==> src/rtl/dds_pkg.sv <==
`default_nettype none
// +-----------------------------------------------------------------------+
// | Module : dds_pkg                                                      |
// | Brief  : Shared types and scale helpers for the DDS voice channels.   |
// | Rev    : 1.0  initial release                                         |
// +-----------------------------------------------------------------------+
package dds_pkg;

  typedef enum logic [1:0] {
    PULSE = 2'd0,
    SAW   = 2'd1,
    TRI   = 2'd2,
    RSVD  = 2'd3
  } wave_mode_e;

  typedef enum logic [1:0] {
    IDLE    = 2'd0,
    RUN     = 2'd1,
    RELEASE = 2'd2
  } voice_state_e;

  // Offset-binary zero for a sample of the given width.
  function automatic logic [31:0] midscale(input int unsigned width);
    return 32'd1 << (width - 1);
  endfunction

  // Largest positive two's-complement value for the given width.
  function automatic logic [31:0] full_scale(input int unsigned width);
    return (32'd1 << (width - 1)) - 32'd1;
  endfunction

endpackage
`default_nettype wire

==> src/rtl/dds_phase_acc.sv <==
`default_nettype none
// +-----------------------------------------------------------------------+
// | Module : dds_phase_acc                                                |
// | Brief  : Phase accumulator with enable, synchronous clear, a          |
// |          combinational carry for this step and a registered wrap.     |
// | Rev    : 1.0  initial release                                         |
// +-----------------------------------------------------------------------+
module dds_phase_acc #(
  parameter int WIDTH = 32
) (
  input  logic             clk,
  input  logic             rst_active_high,
  input  logic             en,
  input  logic             clr,
  input  logic [WIDTH-1:0] inc,
  output logic [WIDTH-1:0] phase,
  output logic             carry,
  output logic             wrap
);

  logic [WIDTH:0] sum;

  assign sum   = {1'b0, phase} + {1'b0, inc};
  // Carry of the step that would be taken this cycle; lets the owner act on
  // the wrap in the same cycle it happens.
  assign carry = en & sum[WIDTH];

  // Advance the phase; clear dominates and suppresses the wrap pulse.
  always_ff @(posedge clk or posedge rst_active_high) begin
    if (rst_active_high) begin
      phase <= '0;
      wrap  <= 1'b0;
    end else if (clr) begin
      phase <= '0;
      wrap  <= 1'b0;
    end else begin
      if (en) begin
        phase <= sum[WIDTH-1:0];
      end
      wrap <= carry;
    end
  end

endmodule
`default_nettype wire

==> src/rtl/dds_pulse_voice.sv <==
`default_nettype none
// +-----------------------------------------------------------------------+
// | Module : dds_pulse_voice                                              |
// | Brief  : DDS voice: pulse / saw / triangle from a phase accumulator,  |
// |          slew volume envelope with key gating, config handshake that  |
// |          applies on phase wrap. Offset-binary output.                 |
// | Macro  : DDS_PULSE_VOICE_TRI_EN builds the triangle generator;        |
// |          without it mode 2 plays as pulse.                            |
// | Rev    : 1.0  initial release                                         |
// +-----------------------------------------------------------------------+
module dds_pulse_voice
  import dds_pkg::*;
#(
  parameter int PHASE_WIDTH = 32,
  parameter int OUT_WIDTH   = 16,
  parameter int VOL_WIDTH   = 6,
  parameter int DUTY_WIDTH  = 8
) (
  input  logic                   clk,
  input  logic                   rst_active_high,
  input  logic                   sample_en,
  input  logic                   cfg_valid,
  output logic                   cfg_ready,
  input  logic [PHASE_WIDTH-1:0] cfg_freq,
  input  logic [DUTY_WIDTH-1:0]  cfg_duty,
  input  logic [VOL_WIDTH-1:0]   cfg_vol,
  input  logic [1:0]             cfg_mode,
  input  logic                   key_on,
  input  logic                   key_off,
  output logic [OUT_WIDTH-1:0]   wave_out,
  output logic                   wrap,
  output logic                   busy
);

  localparam logic [31:0] MID32  = midscale(OUT_WIDTH);
  localparam logic [31:0] FS32   = full_scale(OUT_WIDTH);
  localparam logic [OUT_WIDTH-1:0] MID = MID32[OUT_WIDTH-1:0];
  localparam logic signed [OUT_WIDTH-1:0] FS = FS32[OUT_WIDTH-1:0];
  localparam int PROD_W = OUT_WIDTH + VOL_WIDTH + 1;

  voice_state_e           state, state_next;
  logic [VOL_WIDTH-1:0]   cur_vol, vol_next;

  logic [PHASE_WIDTH-1:0] pend_freq, act_freq;
  logic [DUTY_WIDTH-1:0]  pend_duty, act_duty;
  logic [VOL_WIDTH-1:0]   pend_vol,  act_vol;
  wave_mode_e             pend_mode, act_mode;
  logic                   pend_flag;

  logic                   accept, apply;
  logic                   acc_en, acc_clr, acc_carry, end_rel;
  logic [PHASE_WIDTH-1:0] phase;
  logic                   sample_d;

  logic signed [OUT_WIDTH-1:0] raw, raw_pulse, raw_saw;
  logic signed [PROD_W-1:0]    raw_ext, vol_ext, prod;
  logic [OUT_WIDTH-1:0]        wave_next;
  logic                        unused_bits;

  assign cfg_ready = ~pend_flag;
  assign busy      = (state != IDLE);
  assign acc_en    = sample_en & (state != IDLE);

  dds_phase_acc #(
    .WIDTH(PHASE_WIDTH)
  ) u_phase_acc (
    .clk             (clk),
    .rst_active_high (rst_active_high),
    .en              (acc_en),
    .clr             (acc_clr),
    .inc             (act_freq),
    .phase           (phase),
    .carry           (acc_carry),
    .wrap            (wrap)
  );

  // Voice state register together with the envelope level.
  always_ff @(posedge clk or posedge rst_active_high) begin
    if (rst_active_high) begin
      state   <= IDLE;
      cur_vol <= '0;
    end else begin
      state   <= state_next;
      cur_vol <= vol_next;
    end
  end

  // Next state, envelope step, and the config accept/apply decisions.
  always_comb begin
    state_next = state;
    vol_next   = cur_vol;
    end_rel    = 1'b0;

    case (state)
      RUN: begin
        if (sample_en) begin
          if (cur_vol < act_vol) begin
            vol_next = cur_vol + 1'b1;
          end else if (cur_vol > act_vol) begin
            vol_next = cur_vol - 1'b1;
          end
        end
        if (key_off) begin
          state_next = RELEASE;
        end
      end
      RELEASE: begin
        if (sample_en) begin
          vol_next = (cur_vol == '0) ? '0 : cur_vol - 1'b1;
          if (cur_vol <= VOL_WIDTH'(1)) begin
            end_rel    = 1'b1;
            state_next = IDLE;
          end
        end
      end
      default: begin
        if (sample_en) begin
          vol_next = '0;
        end
      end
    endcase

    // key_on outranks key_off and the end of release; level is kept.
    if (key_on) begin
      state_next = RUN;
    end

    // Phase returns to zero on a new note and when the voice falls idle.
    acc_clr = key_on | end_rel;

    accept = cfg_valid & ~pend_flag;
    apply  = pend_flag & (key_on | (state == IDLE) | acc_carry);
  end

  // Pending/active register sets and the pending flag.
  always_ff @(posedge clk or posedge rst_active_high) begin
    if (rst_active_high) begin
      pend_freq <= '0;
      pend_duty <= '0;
      pend_vol  <= '0;
      pend_mode <= PULSE;
      pend_flag <= 1'b0;
      act_freq  <= '0;
      act_duty  <= '0;
      act_vol   <= '0;
      act_mode  <= PULSE;
    end else if (apply) begin
      act_freq  <= pend_freq;
      act_duty  <= pend_duty;
      act_vol   <= pend_vol;
      act_mode  <= pend_mode;
      pend_flag <= 1'b0;
    end else if (accept) begin
      pend_freq <= cfg_freq;
      pend_duty <= cfg_duty;
      pend_vol  <= cfg_vol;
      pend_mode <= wave_mode_e'(cfg_mode);
      pend_flag <= 1'b1;
    end
  end

  assign raw_pulse = (phase[PHASE_WIDTH-1 -: DUTY_WIDTH] < act_duty) ? FS : -FS;
  // Top phase bits with the MSB flipped: offset-binary ramp read as signed.
  assign raw_saw   = {~phase[PHASE_WIDTH-1], phase[PHASE_WIDTH-2 -: OUT_WIDTH-1]};

`ifdef DDS_PULSE_VOICE_TRI_EN
  logic [OUT_WIDTH-1:0]        tri_seg, tri_fold;
  logic signed [OUT_WIDTH-1:0] raw_tri;

  if (PHASE_WIDTH > OUT_WIDTH) begin : g_tri_seg_full
    assign tri_seg = phase[PHASE_WIDTH-2 -: OUT_WIDTH];
  end else begin : g_tri_seg_pad
    assign tri_seg = {phase[PHASE_WIDTH-2:0], 1'b0};
  end

  // Second half of the period runs the ramp backwards; flipping the MSB
  // subtracts midscale.
  assign tri_fold = phase[PHASE_WIDTH-1] ? ~tri_seg : tri_seg;
  assign raw_tri  = {~tri_fold[OUT_WIDTH-1], tri_fold[OUT_WIDTH-2:0]};
`endif

  // Waveform select and volume scaling; bit-slicing the product is the
  // floor-shift by VOL_WIDTH.
  always_comb begin
    raw = raw_pulse;
    case (act_mode)
      SAW:     raw = raw_saw;
`ifdef DDS_PULSE_VOICE_TRI_EN
      TRI:     raw = raw_tri;
`endif
      default: raw = raw_pulse;
    endcase
    raw_ext   = {{(PROD_W-OUT_WIDTH){raw[OUT_WIDTH-1]}}, raw};
    vol_ext   = {{(PROD_W-VOL_WIDTH){1'b0}}, cur_vol};
    prod      = raw_ext * vol_ext;
    wave_next = prod[VOL_WIDTH +: OUT_WIDTH] + MID;
  end

  assign unused_bits = ^{phase, prod};

  // Output sample lags the phase/envelope update by one cycle.
  always_ff @(posedge clk or posedge rst_active_high) begin
    if (rst_active_high) begin
      sample_d <= 1'b0;
      wave_out <= MID;
    end else begin
      sample_d <= sample_en;
      if (sample_d) begin
        wave_out <= wave_next;
      end
    end
  end

endmodule
`default_nettype wire

==> config.mk <==
export PLATFORM = sky130hd
export DESIGN_NAME = dds_pulse_voice
export DESIGN_NICKNAME = d
export VERILOG_FILES = /design/src/rtl/dds_pkg.sv /design/src/rtl/dds_phase_acc.sv /design/src/rtl/dds_pulse_voice.sv
export SDC_FILE = /design/constraint.sdc
export NUM_CORES = 1
export LEC_CHECK = 0
export ABC_CLOCK_PERIOD_IN_PS = 10200
export CAP_MARGIN = 15
export CORE_AREA = 10 10 158 131
export DETAILED_ROUTE_END_ITERATION = 8
export DIE_AREA = 0 0 168 141
export PLACE_DENSITY = 0.85
export SYNTH_ARGS = -nofsm -noshare
export SYNTH_HDL_FRONTEND = slang
export SYNTH_SLANG_ARGS = --single-unit
==> constraint.sdc <==
create_clock -name clk -period 10.2 [get_ports clk]
set_input_delay 2.04 -clock clk [delete_from_list [all_inputs] [get_ports clk]]
set_output_delay 2.04 -clock clk [all_outputs]
set_load 0.02 [all_outputs]
==> flow_metrics.tcl <==
set metrics [dict create \
    run_status "finished, final reports clean" \
    seqCellArea_mm2 0.00388 \
    synth_area_mm2 0.0114 \
    power.share.sequential_pct 24.7 \
    synth_cells 1085 \
    worstPathArrival_ps 7000 \
    tritoncts "done" \
    regToRegStartpoint "act_duty[2]$_DFFE_PP0P_" \
    die_x_um 168 \
    worstHoldEndpoint "u_phase_acc.phase[10]$_DFFE_PP0P_" \
    floorplan.initialDensity_pct 64.3 \
    internal-power_uw 2500 \
    ys_seq_area_share_pct 34.1 \
    grt_use_total_pct 21.2 \
    power.ir.vdd_worst_uv 196 \
    max_cap_viol_count 0 \
    cts_sinks 155 \
    grt_start_max_net_pins 80 \
    synth.ff_latch_count 155 \
    clock_power_share_pct 14.3 \
    die_height_um 141 \
    rsz0062_at_grt "no" \
    worst_setup_hold_path_clk_slew_ps 70 \
    reg2reg_to "wave_out[15]$_DFFE_PP1P_" \
    drive_gt1_share_pct 14.0 \
    cts-resized-gates 0 \
    final_net_count 1360 \
    antenna_found_initial 0 \
    p_leak_uw 0.00637 \
    combPwrFrac_pct 61.0 \
    synth.lib_cells_used.distinct 69 \
    fillCellCount 1235 \
    data_required_time_at_the_worst_endpoint_ps 10560 \
    timing.hold.worst_path_depth 2 \
    tightestPinTransition_ps 1120 \
    rr_worst_depth 24 \
    rows 44 \
    overflow 0 \
    cp_max_fo 10 \
    area_growth_pct 13.0 \
    finalMaxSlewViolations 0 \
    clock-skew-final_ps 16.0 \
    placeableCoreArea_mm2 0.0177 \
    wire_per_inst_um 17.8 \
    dr.pass1.iters 6 \
    detail_route.wirelength_mm 24.7 \
    min_path_type "reg -> reg" \
    hold_path_startpoint "u_phase_acc.phase[10]$_DFFE_PP0P_" \
    setup_slack_reg_to_reg_ps 3570 \
    cts-root-buf "sky130_fd_sc_hd__clkbuf_16" \
    endpoint_kind "flop" \
    drt_drc_violations_left 0 \
    vias_in_the_first_global_route 8404 \
    boundaryPins 73 \
    grt_pass1_wl_mm 41.7 \
    synth_edf_count 0 \
    layout_min_cycle_time_ps 6630 \
    dominantRegCellSynth "sky130_fd_sc_hd__dfrtp_1" \
    syn_nets 1297 \
    timing.slew.headroom_pct 24.5 \
    place_congestion 0.906 \
    cts_setup_buffers 0 \
    multi_input_comb_area_mm2 0.00690 \
    worst_setup_path_start_kind "flop" \
    avgViaCountPerCell 5.92 \
    cts_buffer_depth 2 \
    numCtsBuffers 17 \
    critical_path_class "reg -> reg" \
    drtAntennaViolNets 0 \
    synth-warning-count 0 \
    antennaDiodeCount 0 \
    power_density_mw_per_mm2 353 \
    async_reset_ff_share_pct 100 \
    cts.htree.levels 4 \
    synth_area_per_cell_um2 10.5 \
    cts_hold_fix_bufs 0 \
    dr.first_iter.drc_count 550 \
    finalCritPeriodShare_pct 65.0 \
    report.final.hold_viol_count 0 \
    maxClockFrequency_ghz 0.151 \
    clock_latency_ps 440 \
    total_number_of_vias 8228 \
    finalHoldWorstSlack_ps 494 \
    io_buffers 72 \
    fp.dieArea_mm2 0.0237 \
    setup_violations 0 \
    hpwlAfterDp_mm 18.0 \
    fin_tns_setup_ps 0 \
    switching_share_pct 45.0 \
    switching_power_uw 2040 \
]
worst max-delay path: stages, from the launching register on:
cell,delay [ps]
sky130_fd_sc_hd__dfrtp_1,370
sky130_fd_sc_hd__inv_1,60
sky130_fd_sc_hd__ha_1,290
sky130_fd_sc_hd__o21a_1,190
sky130_fd_sc_hd__nor2_1,130
sky130_fd_sc_hd__a21oi_1,60
sky130_fd_sc_hd__a21oi_1,320
sky130_fd_sc_hd__buf_4,250
sky130_fd_sc_hd__a21o_1,200
sky130_fd_sc_hd__nand2_1,100
sky130_fd_sc_hd__fa_1,540
sky130_fd_sc_hd__fa_1,500
sky130_fd_sc_hd__inv_1,50
sky130_fd_sc_hd__fa_1,510
sky130_fd_sc_hd__fa_1,490
sky130_fd_sc_hd__ha_1,360
sky130_fd_sc_hd__a211o_1,280
sky130_fd_sc_hd__a21oi_1,170
sky130_fd_sc_hd__a21oi_1,130
sky130_fd_sc_hd__nand4_1,110
sky130_fd_sc_hd__o21ai_1,150
sky130_fd_sc_hd__a211oi_2,490
sky130_fd_sc_hd__a211oi_1,230
sky130_fd_sc_hd__o31a_1,320
sky130_fd_sc_hd__o31a_1,270
cell usage after synthesis, drive strengths merged (2+ instances only):
master	instances	area, um2
a211o	5	43.8
and2	56	350
a22oi	2	15.0
a311oi	3	32.5
o21bai	5	37.5
a21o	44	332
a21oi	42	229
xor2	21	184
a221oi	2	17.5
o21a	8	60.1
nand4	7	43.8
and3	10	62.6
mux2	103	1230
o31a	4	35.0
or3	2	12.5
inv	109	409
o21ba	2	20.0
a211oi	9	77.6
nor2	33	124
xnor2	26	228
o31ai	4	30.0
nand3	17	90.1
a221o	2	20.0
ha	93	1160
o21ai	58	294
nor2b	10	62.6
fa	65	1300
nand3b	2	15.0
clkbuf	29	109
dfrtp	154	3850
o2111ai	2	17.5
buf	6	78.8
o41ai	3	26.3
mux2i	2	20.0
a31oi	3	18.8
nor3	10	50.1
a22o	6	52.6
nand2b	6	45.0
o211ai	4	35.0
o22ai	2	12.5
nand2	100	375
worst max-delay path by stage:
stage / startpoint / endpoint / slack, ps / cells past startpoint
after floorplan: rst_active_high / act_duty[0]$_DFFE_PP0P_ / 3980 / 1
after global placement: u_phase_acc.phase[29]$_DFFE_PP0P_ / wave_out[15]$_DFFE_PP1P_ / 3850 / 22
after detailed placement: u_phase_acc.phase[29]$_DFFE_PP0P_ / wave_out[15]$_DFFE_PP1P_ / 3670 / 22
after CTS: u_phase_acc.phase[29]$_DFFE_PP0P_ / wave_out[15]$_DFFE_PP1P_ / 3660 / 22
after global routing: u_phase_acc.phase[29]$_DFFE_PP0P_ / wave_out[15]$_DFFE_PP1P_ / 3280 / 22
final: act_duty[2]$_DFFE_PP0P_ / wave_out[15]$_DFFE_PP1P_ / 3570 / 24
sequential cells by signal, summed over array words and instances (netlist names):
name               count
pend_flag              1
u_phase_acc.wrap       1
u_phase_acc.phase     32
act_vol                6
act_duty               8
act_mode               2
pend_freq             32
state                  2
sample_d               1
pend_mode              2
wave_out              16
pend_duty              8
act_freq              32
cur_vol                6
pend_vol               6
logic make-up after synthesis:
logic type / after synthesis / synth area share (%)
AOI/OAI and AO/OA: 217 / 12.9
and+or+nand+nor: 258 / 11.2
buffers and inverters: 144 / 5.25
xor gates and xnor gates: 47 / 3.62
adders and majority gates: 158 / 21.7
muxes: 106 / 11.2
DFF: 155 / 34.1
routing by layer:
layer	GRT usage, %	part of all wire, %	up-vias
met5	0	0	-
met4	4.57	1.0	0
met3	4.97	5.8	26
met2	33.6	46	253
met1	29.0	47	4109
li1	-	-	3840
cell usage in the layout, fill, tap and decap left out, types with 5 or more instances in the layout:
cell	synthesis	final
sky130_fd_sc_hd__a211o_1	5	5
sky130_fd_sc_hd__a211oi_1	7	7
sky130_fd_sc_hd__a21o_1	43	43
sky130_fd_sc_hd__a21oi_1	39	39
sky130_fd_sc_hd__a22o_1	6	6
sky130_fd_sc_hd__and2_1	55	55
sky130_fd_sc_hd__and3_1	10	10
sky130_fd_sc_hd__buf_4	2	7
sky130_fd_sc_hd__clkbuf_16	0	17
sky130_fd_sc_hd__clkdlybuf4s50_1	0	72
sky130_fd_sc_hd__dfrtp_1	154	154
sky130_fd_sc_hd__fa_1	65	65
sky130_fd_sc_hd__ha_1	93	93
sky130_fd_sc_hd__inv_1	109	108
sky130_fd_sc_hd__inv_8	0	5
sky130_fd_sc_hd__mux2_2	83	83
sky130_fd_sc_hd__mux2_4	20	20
sky130_fd_sc_hd__nand2_1	100	100
sky130_fd_sc_hd__nand2b_1	5	5
sky130_fd_sc_hd__nand3_1	16	16
sky130_fd_sc_hd__nand4_1	7	7
sky130_fd_sc_hd__nor2_1	33	33
sky130_fd_sc_hd__nor2b_1	10	9
sky130_fd_sc_hd__nor3_1	10	10
sky130_fd_sc_hd__o21a_1	8	8
sky130_fd_sc_hd__o21ai_0	54	54
sky130_fd_sc_hd__o21bai_1	5	5
sky130_fd_sc_hd__xnor2_1	26	26
sky130_fd_sc_hd__xor2_1	21	21
power groups by stage:
stage | clock (uW) | combinational, uW | sequential [uW]
finish | 648 | 2770 | 1120
global route | 681 | 3120 | 1150
CTS | 656 | 2770 | 1110
detailed placement | 0 | 2730 | 1120
global placement | 0 | 2620 | 1110
floorplan | 0 | 2170 | 1050
stage by stage:
step                      cells  area (um2)  setup WS (ps)  total power, uW  util [%]
after global routing       1391       12900           3280             4960      72.7
after CTS                  1391       12900           3660             4540      72.7
final                      1391       12900           3570             4540      72.7
after detailed placement   1359       12300           3670             3850      69.4
after global placement     1359       12300           3850             3730      69.4
after floorplan            1085       11400           3980             3220         -
area by class of cell:
| type | instances | area share, % |
|---|---|---|
| sequential | 155 | 30.2 |
| tap | 230 | 2.24 |
| inverter | 109 | 3.22 |
| timing repair buffer | 79 | 6.02 |
| clock buffer | 19 | 3.52 |
| clock inverter | 13 | 1.13 |
| multi-input combinational | 786 | 53.7 |
(Power assumes the default switching activity.)
